**config.mk**
```make
export PLATFORM = sky130hd
export DESIGN_NAME = dma_read_arbiter
export DESIGN_NICKNAME = d
export VERILOG_FILES = /design/src/rtl/dma_read_arbiter.sv
export SDC_FILE = /design/constraint.sdc
export NUM_CORES = 1
export LEC_CHECK = 0
export ABC_AREA = 1
export CAP_MARGIN = 20
export CELL_PAD_IN_SITES_DETAIL_PLACEMENT = 1
export CELL_PAD_IN_SITES_GLOBAL_PLACEMENT = 2
export CORE_AREA = 2 2 415 417
export CTS_CLUSTER_DIAMETER = 100
export DETAILED_ROUTE_END_ITERATION = 6
export DIE_AREA = 0 0 417 419
export GPL_ROUTABILITY_DRIVEN = 0
export PLACE_DENSITY = 0.58
export SLEW_MARGIN = 30
export SYNTH_ARGS = -nofsm -noshare
export SYNTH_HDL_FRONTEND = slang
export SYNTH_SLANG_ARGS = --single-unit
```
**constraint.sdc**
```tcl
create_clock -name clk -period 1.9 [get_ports clk]
set_clock_uncertainty 0.05 [all_clocks]
set_input_delay 0.19 -clock clk [delete_from_list [all_inputs] [get_ports clk]]
set_output_delay 0.19 -clock clk [all_outputs]
set_load 0.02 [all_outputs]
```
**src/rtl/dma_read_arbiter.sv**
```systemverilog
// Round-robin arbiter sharing one DDR read DMA channel between two requesters.
// Each requester's command is latched on its start pulse; the returned stream is steered to the owner until tlast.
module dma_read_arbiter #(
  parameter int DATA_W = 256,
  parameter int KEEP_W = DATA_W / 8,
  parameter int CMD_W  = 64
) (
  input  logic              clk,
  input  logic              rst,
  input  logic              req0_start,
  input  logic [CMD_W-1:0]  req0_cmd,
  input  logic              req1_start,
  input  logic [CMD_W-1:0]  req1_cmd,
  output logic [CMD_W-1:0]  dma_cmd,
  output logic              dma_cmd_valid,
  input  logic [DATA_W-1:0] dma_tdata,
  input  logic [KEEP_W-1:0] dma_tkeep,
  input  logic              dma_tvalid,
  input  logic              dma_tlast,
  output logic              dma_tready,
  output logic [DATA_W-1:0] out0_tdata,
  output logic [KEEP_W-1:0] out0_tkeep,
  output logic              out0_tvalid,
  output logic              out0_tlast,
  input  logic              out0_tready,
  output logic [DATA_W-1:0] out1_tdata,
  output logic [KEEP_W-1:0] out1_tkeep,
  output logic              out1_tvalid,
  output logic              out1_tlast,
  input  logic              out1_tready,
  output logic              done0,
  output logic              done1,
  output logic              busy,
  output logic              owner,
  output logic [1:0]        err_dup
);

  localparam logic [1:0] ST_IDLE   = 2'd0;
  localparam logic [1:0] ST_ISSUE  = 2'd1;
  localparam logic [1:0] ST_STREAM = 2'd2;

  logic [1:0]       state_r;
  logic [1:0]       state_s;
  logic [1:0]       pending_r;
  logic [1:0]       pending_s;
  logic [CMD_W-1:0] cmd0_r;
  logic [CMD_W-1:0] cmd0_s;
  logic [CMD_W-1:0] cmd1_r;
  logic [CMD_W-1:0] cmd1_s;
  logic [1:0]       err_dup_r;
  logic [1:0]       err_dup_s;
  logic             last_grant_r;
  logic             owner_r;
  logic [CMD_W-1:0] dma_cmd_r;
  logic             dma_cmd_valid_r;
  logic             done0_r;
  logic             done1_r;
  logic             busy_r;
  logic             grant_s;
  logic             launch_s;
  logic             stream_s;
  logic             tready_s;
  logic             complete_s;
  logic             complete0_s;
  logic             complete1_s;

  // Ties go to the requester that was not served last.
  function automatic logic rr_pick(input logic [1:0] pend, input logic last);
    logic pick;
    if (pend == 2'b11) begin
      pick = ~last;
    end else if (pend[1]) begin
      pick = 1'b1;
    end else begin
      pick = 1'b0;
    end
    return pick;
  endfunction

  assign stream_s    = (state_r == ST_STREAM);
  assign launch_s    = (state_r == ST_IDLE) && (pending_r != 2'b00);
  assign grant_s     = rr_pick(pending_r, last_grant_r);
  assign complete_s  = stream_s & dma_tvalid & tready_s & dma_tlast;
  assign complete0_s = complete_s & ~owner_r;
  assign complete1_s = complete_s & owner_r;

  // Request capture: a completing beat frees the slot before a same-cycle start re-arms it.
  always_comb begin
    pending_s = pending_r;
    cmd0_s    = cmd0_r;
    cmd1_s    = cmd1_r;
    err_dup_s = err_dup_r;
    if (req0_start) begin
      if (!pending_r[0] || complete0_s) begin
        pending_s[0] = 1'b1;
        cmd0_s       = req0_cmd;
      end else begin
        err_dup_s[0] = 1'b1;
      end
    end else if (complete0_s) begin
      pending_s[0] = 1'b0;
    end else begin
      pending_s[0] = pending_r[0];
    end
    if (req1_start) begin
      if (!pending_r[1] || complete1_s) begin
        pending_s[1] = 1'b1;
        cmd1_s       = req1_cmd;
      end else begin
        err_dup_s[1] = 1'b1;
      end
    end else if (complete1_s) begin
      pending_s[1] = 1'b0;
    end else begin
      pending_s[1] = pending_r[1];
    end
  end

  // Channel FSM next state.
  always_comb begin
    state_s = state_r;
    case (state_r)
      ST_IDLE: begin
        if (launch_s) begin
          state_s = ST_ISSUE;
        end else begin
          state_s = ST_IDLE;
        end
      end
      ST_ISSUE: begin
        state_s = ST_STREAM;
      end
      ST_STREAM: begin
        if (complete_s) begin
          state_s = ST_IDLE;
        end else begin
          state_s = ST_STREAM;
        end
      end
      default: begin
        state_s = ST_IDLE;
      end
    endcase
  end

  // Stream steering: only the owner sees the DMA stream, and only while streaming.
  always_comb begin
    out0_tdata  = {DATA_W{1'b0}};
    out0_tkeep  = {KEEP_W{1'b0}};
    out0_tvalid = 1'b0;
    out0_tlast  = 1'b0;
    out1_tdata  = {DATA_W{1'b0}};
    out1_tkeep  = {KEEP_W{1'b0}};
    out1_tvalid = 1'b0;
    out1_tlast  = 1'b0;
    tready_s    = 1'b0;
    if (stream_s) begin
      if (owner_r) begin
        out1_tdata  = dma_tdata;
        out1_tkeep  = dma_tkeep;
        out1_tvalid = dma_tvalid;
        out1_tlast  = dma_tlast;
        tready_s    = out1_tready;
      end else begin
        out0_tdata  = dma_tdata;
        out0_tkeep  = dma_tkeep;
        out0_tvalid = dma_tvalid;
        out0_tlast  = dma_tlast;
        tready_s    = out0_tready;
      end
    end else begin
      tready_s = 1'b0;
    end
  end

  // State, request slots and status registers.
  always_ff @(posedge clk) begin
    if (rst) begin
      state_r         <= ST_IDLE;
      pending_r       <= 2'b00;
      cmd0_r          <= {CMD_W{1'b0}};
      cmd1_r          <= {CMD_W{1'b0}};
      err_dup_r       <= 2'b00;
      dma_cmd_valid_r <= 1'b0;
      done0_r         <= 1'b0;
      done1_r         <= 1'b0;
      busy_r          <= 1'b0;
    end else begin
      state_r         <= state_s;
      pending_r       <= pending_s;
      cmd0_r          <= cmd0_s;
      cmd1_r          <= cmd1_s;
      err_dup_r       <= err_dup_s;
      dma_cmd_valid_r <= launch_s;
      done0_r         <= complete0_s;
      done1_r         <= complete1_s;
      busy_r          <= (state_s != ST_IDLE) || (pending_s != 2'b00);
    end
  end

  // Grant bookkeeping; dma_cmd and owner hold until the next grant.
  always_ff @(posedge clk) begin
    if (rst) begin
      last_grant_r <= 1'b1;
      owner_r      <= 1'b0;
      dma_cmd_r    <= {CMD_W{1'b0}};
    end else begin
      if (launch_s) begin
        owner_r   <= grant_s;
        dma_cmd_r <= grant_s ? cmd1_r : cmd0_r;
      end else begin
        owner_r   <= owner_r;
        dma_cmd_r <= dma_cmd_r;
      end
      if (complete_s) begin
        last_grant_r <= owner_r;
      end else begin
        last_grant_r <= last_grant_r;
      end
    end
  end

  assign dma_tready    = tready_s;
  assign dma_cmd       = dma_cmd_r;
  assign dma_cmd_valid = dma_cmd_valid_r;
  assign done0         = done0_r;
  assign done1         = done1_r;
  assign busy          = busy_r;
  assign owner         = owner_r;
  assign err_dup       = err_dup_r;

endmodule
```
Word level (Yosys, flattened, before mapping)
Cells that the tools add are included.

Word-level logic and storage cells: 69. Input port bits: 424. Flip-flop bits (word level): 204. Output and inout port bits: 652.

Equal/unequal tests: 3. Multiplexer cells: 30. Reduce and logical (&&, ||, !) cells: 14. Bitwise operators: 9.

Operators with widths (count): $mux W256 (4); $mux W32 (4); $mux W64 (1); $mux W1 (19); $reduce_and A2 Y1 (4); $pmux W2 S3 (1); $reduce_bool A2 Y1 (3); $and A1 B1 Y1 (5); $eq A2 B2 Y1 const B (2); $not A1 Y1 (4); $logic_or A1 B1 Y1 (3); $eq A2 B1 Y1 const B (1); $logic_not A1 Y1 (2); $logic_not A2 Y1 (1); $mux W2 (1); $logic_and A1 B1 Y1 (1).

Logic depth before layout (Yosys ltp)
Depth after elaboration: 10. Mapped depth: 9.

Worst setup path before layout
No wires, ideal clock.

Path kind: flip-flop to output port. Start point: register state_r[0]. End point: output port out1_tdata[155]. Setup slack: 0.205 ns. Data arrival time: 1.455 ns. Required time: 1.660 ns. Cell stages (with the launch flop): 7. Path buffers: 3. Cell sequence: dfxtp_1 > nor2_4 > nand2_1 > buf_2 > clkbuf_1 > buf_2 > nor2_1.

Longest elaborated chain between the ends: 2.

Ends and longest elaborated chain: start, declared (RTL line 42) `logic [1:0] state_r;`; start signal, assigned (RTL line 189) `state_r <= state_s;`; $eq A2 B2 Y1 (RTL line 80) `assign stream_s = (state_r == ST_STREAM);`; $mux W256 (RTL line 157) `if (stream_s) begin`; end, declared (RTL line 26) `output logic [DATA_W-1:0] out1_tdata,`.

No other way between the ends.

Worst setup path after layout
Start point: register state_r[1]. End point: output port out0_tdata[32].

Longest elaborated chain between the ends: 2.

Ends and longest elaborated chain: $eq A2 B2 Y1 (RTL line 80); $mux W256 (RTL line 157); end, declared (RTL line 21) `output logic [DATA_W-1:0] out0_tdata,`.

No other way between the ends.

==> impl_results.md <==
- Internal power: 0.00935 W
- Clock latency on the worst-skew pair: 0.56 ns
- Count of unique library cells instantiated by Yosys: 24
- FF+latch count, synth: 203
- CTS sink count: 203
- Yosys top cell area share: 35.3%
- Cell with the most instances after synthesis: nor2_1
- Mapped cell area: 11500 um2
- Clk buf depth: 3
- ANT nets after route: 0
- Reg clk slew, reported paths: ~0.070 ns
- Syn Inst Count: 1916
- FILL cells: 20500
- Power Dens Cells: 533 nW/um2
- Register area share after synthesis: 35.3%
- Combinational share of power: a little under two fifths
- Worst-case vdd ir drop: 0.502 mV
- Die Y: 419 um
- Synth Warn #: 0
- Die footprint: 175000 um2
- Worst setup margin: -0.510 ns
- DRT iter0 DRCs: approximately 690
- Switch share: 36.4%
- Post-Syn Area per Cell: 6.00 um2
- I/O Buffers: 1075
- Period minus WS final: 2.41 ns
- Fin util: 16.2%
- Switch Pwr: roughly 0.0054 W
- Critical path class: reg2out
- Number of synthesized flops with an enable pin: 0
- Residual DRC count: 0
- Num CTS Buffers: 23
- Row cnt: 152
- Synth top area cells: dfxtp_1, nor2_1, inv_1, nand2_1, a21oi_1
- Fmax achieved: roughly 410 MHz
- P&R area growth vs syn: 140%
- Clock power frac: 30.2%
- Hold Vio Cnt, Final: 0
- Core area: 171000 um2
- CP required: ~1.7 ns
- Routed WL: 126 mm
- Detail Placement HPWL: 106 mm
- Most used flip-flop cell after synthesis: dfxtp_1
- Worst Max-Slew Pin Slew: 0.588 ns
- Vias in the first global route: 17000
- Die W: 417 um
- Slew Limit Fails: 0
- Seq. cell area: 4070 um2
- GRT Util Overall: between 10% and 20%
- Setup violators final: 584
- Crit. End Element: output port
- H-tree depth: 1
- Drt wl/cell: 23.7 um
- CTS tree: built
- Largest net degree at the start of global routing: 91
- Area occupied by multi-input gates: 6200 um2
- Max_slew headroom: 60.8%
- RSZ-0062 raised after global routing: true
- FFs w/ async S/R, synth: 0%
- CP Launch Type: register
- Flop pwr share: about a third
- Clock root cell: clkbuf_16
- Total grt overflow: 0
- Syn Nets: 2340
- I/O Pins: 1076
- Cell taking the most area after synthesis: dfxtp_1
- Fin Hold WS: 0.0410 ns
- Layout cell share with drive strength beyond 1: 27.2%
- Synth top cells by count: nor2_1, inv_1, nand2_1
- Avg Vias per Cell: 3.17
- Nets: 3472
- Worst Path Arrival: 2.17 ns
- Initial antenna violation count: 9
- First-pass GRT wire length: about 160 mm
- Status: finished, violations left
- Starting Density: 6.74%
- Hold crit path type: in2reg
- Number of max-cap violations: 0
- Via Count: 16800
- Fin crit share: 127%
- Overall Power: roughly 0.015 W
- Failing checks: negative setup slack
- Drt pass-1 iters: 5
- Worst-path fanout max: 15
- P_leak: 12.7 nW
==> worst max-delay path, stage by stage (launching register included) <==
cell     delay, ns
dfxtp_2       0.33
inv_2         0.04
nor2_4        0.15
nand2_4       0.08
buf_12        0.16
buf_16        0.22
buf_12        0.13
buf_12        0.13
nor2_2        0.11
buf_4         0.16
==> power groups by stage <==
stage          combinational [W]  clock, W  sequential, W
2_1_floorplan            0.00184         0        0.00506
3_3_place_gp             0.00539         0        0.00490
3_5_place_dp             0.00541         0        0.00490
4_1_cts                  0.00540   0.00466        0.00481
5_1_grt                  0.00579   0.00481        0.00485
6_report                 0.00545   0.00444        0.00481
==> sequential cells by signal, indices dropped and copies added, names as in the netlist, 2 cells and up <==
register   count
dma_cmd       64
cmd0_r        64
state_r        2
pending_r      2
err_dup        2
cmd1_r        64
==> routing by layer <==
metal	part of all wire, %	track usage [%]	vias up
met5	0.037	0	-
met3	4.1	2.02	96
met1	38	15.0	8120
met4	3.1	3.96	6
li1	-	-	8073
met2	54	26.2	510
==> layout by cell type (no fill, tap or decap), drive strengths merged <==
cell type        n
clkbuf          52
nand2          270
bufbuf           1
inv            302
diode            4
clkdlybuf4s50  490
o21a             2
clkdlybuf4s15    4
dlygate4sd2    143
nor2           592
dlygate4sd3      1
dfxtp          203
nor3             1
a31oi           64
clkinvlp         3
nand4            2
nand3          131
buf            600
o21ai           65
clkinv           5
a21oi          133
==> layout make-up <==
| type | count | share of cell area [%] |
|---|---|---|
| clock buffers | 31 | 2.30 |
| well taps | 2233 | 10.1 |
| inverters | 300 | 4.08 |
| diodes | 4 | 0.0363 |
| clock inverters | 10 | 0.277 |
| multi-input cells | 1260 | 22.5 |
| repair buffers | 1260 | 45.9 |
| flip-flops and latches | 203 | 14.7 |
==> through the flow <==
stage	setup WS, ns	setup TNS (ns)	area (um2)	cells
after CTS	-0.538	-217.93	27100	5281
after floorplan	0.205	0	11500	1916
after global routing	-0.562	-240.18	27600	5299
after detailed placement	-0.369	-97.86	26500	5230
final	-0.510	-186.98	27600	5301
after global placement	-0.344	-98.07	26500	5230
==> repair_timing <==
action	CTS	global route
hold buffers	1	0
gates resized for setup	1447	357
hold endpoints to repair	31	0
pin swaps	1	1
setup buffers	6	11
gates cloned	3	5
endpoints found under the setup margin	639	665
==> kinds of logic (layout without fill, tap and decap cells) <==
logic type | after synthesis | in the layout | synth area share (%)
AOI/OAI and AO/OA | 264 | 264 | 12.8
buffers and inverters | 453 | 1601 | 16.1
DFF | 203 | 203 | 35.3
other | 0 | 4 | 0
and+or+nand+nor | 996 | 996 | 35.8
==> path summary, 6_finish.rpt <==
kind                            startpoint             end  slack [ns]  cells after the start
worst max-delay path            state_r[1]  out0_tdata[32]       -0.51                      9
worst min-delay path            req1_start       cmd1_r[9]        0.04                      3
worst max register to register       owner      cmd1_r[36]        0.04                      9
worst min register to register  cmd0_r[34]     dma_cmd[34]        0.40                      2
No activity file was read; power rests on OpenSTA's default activity.
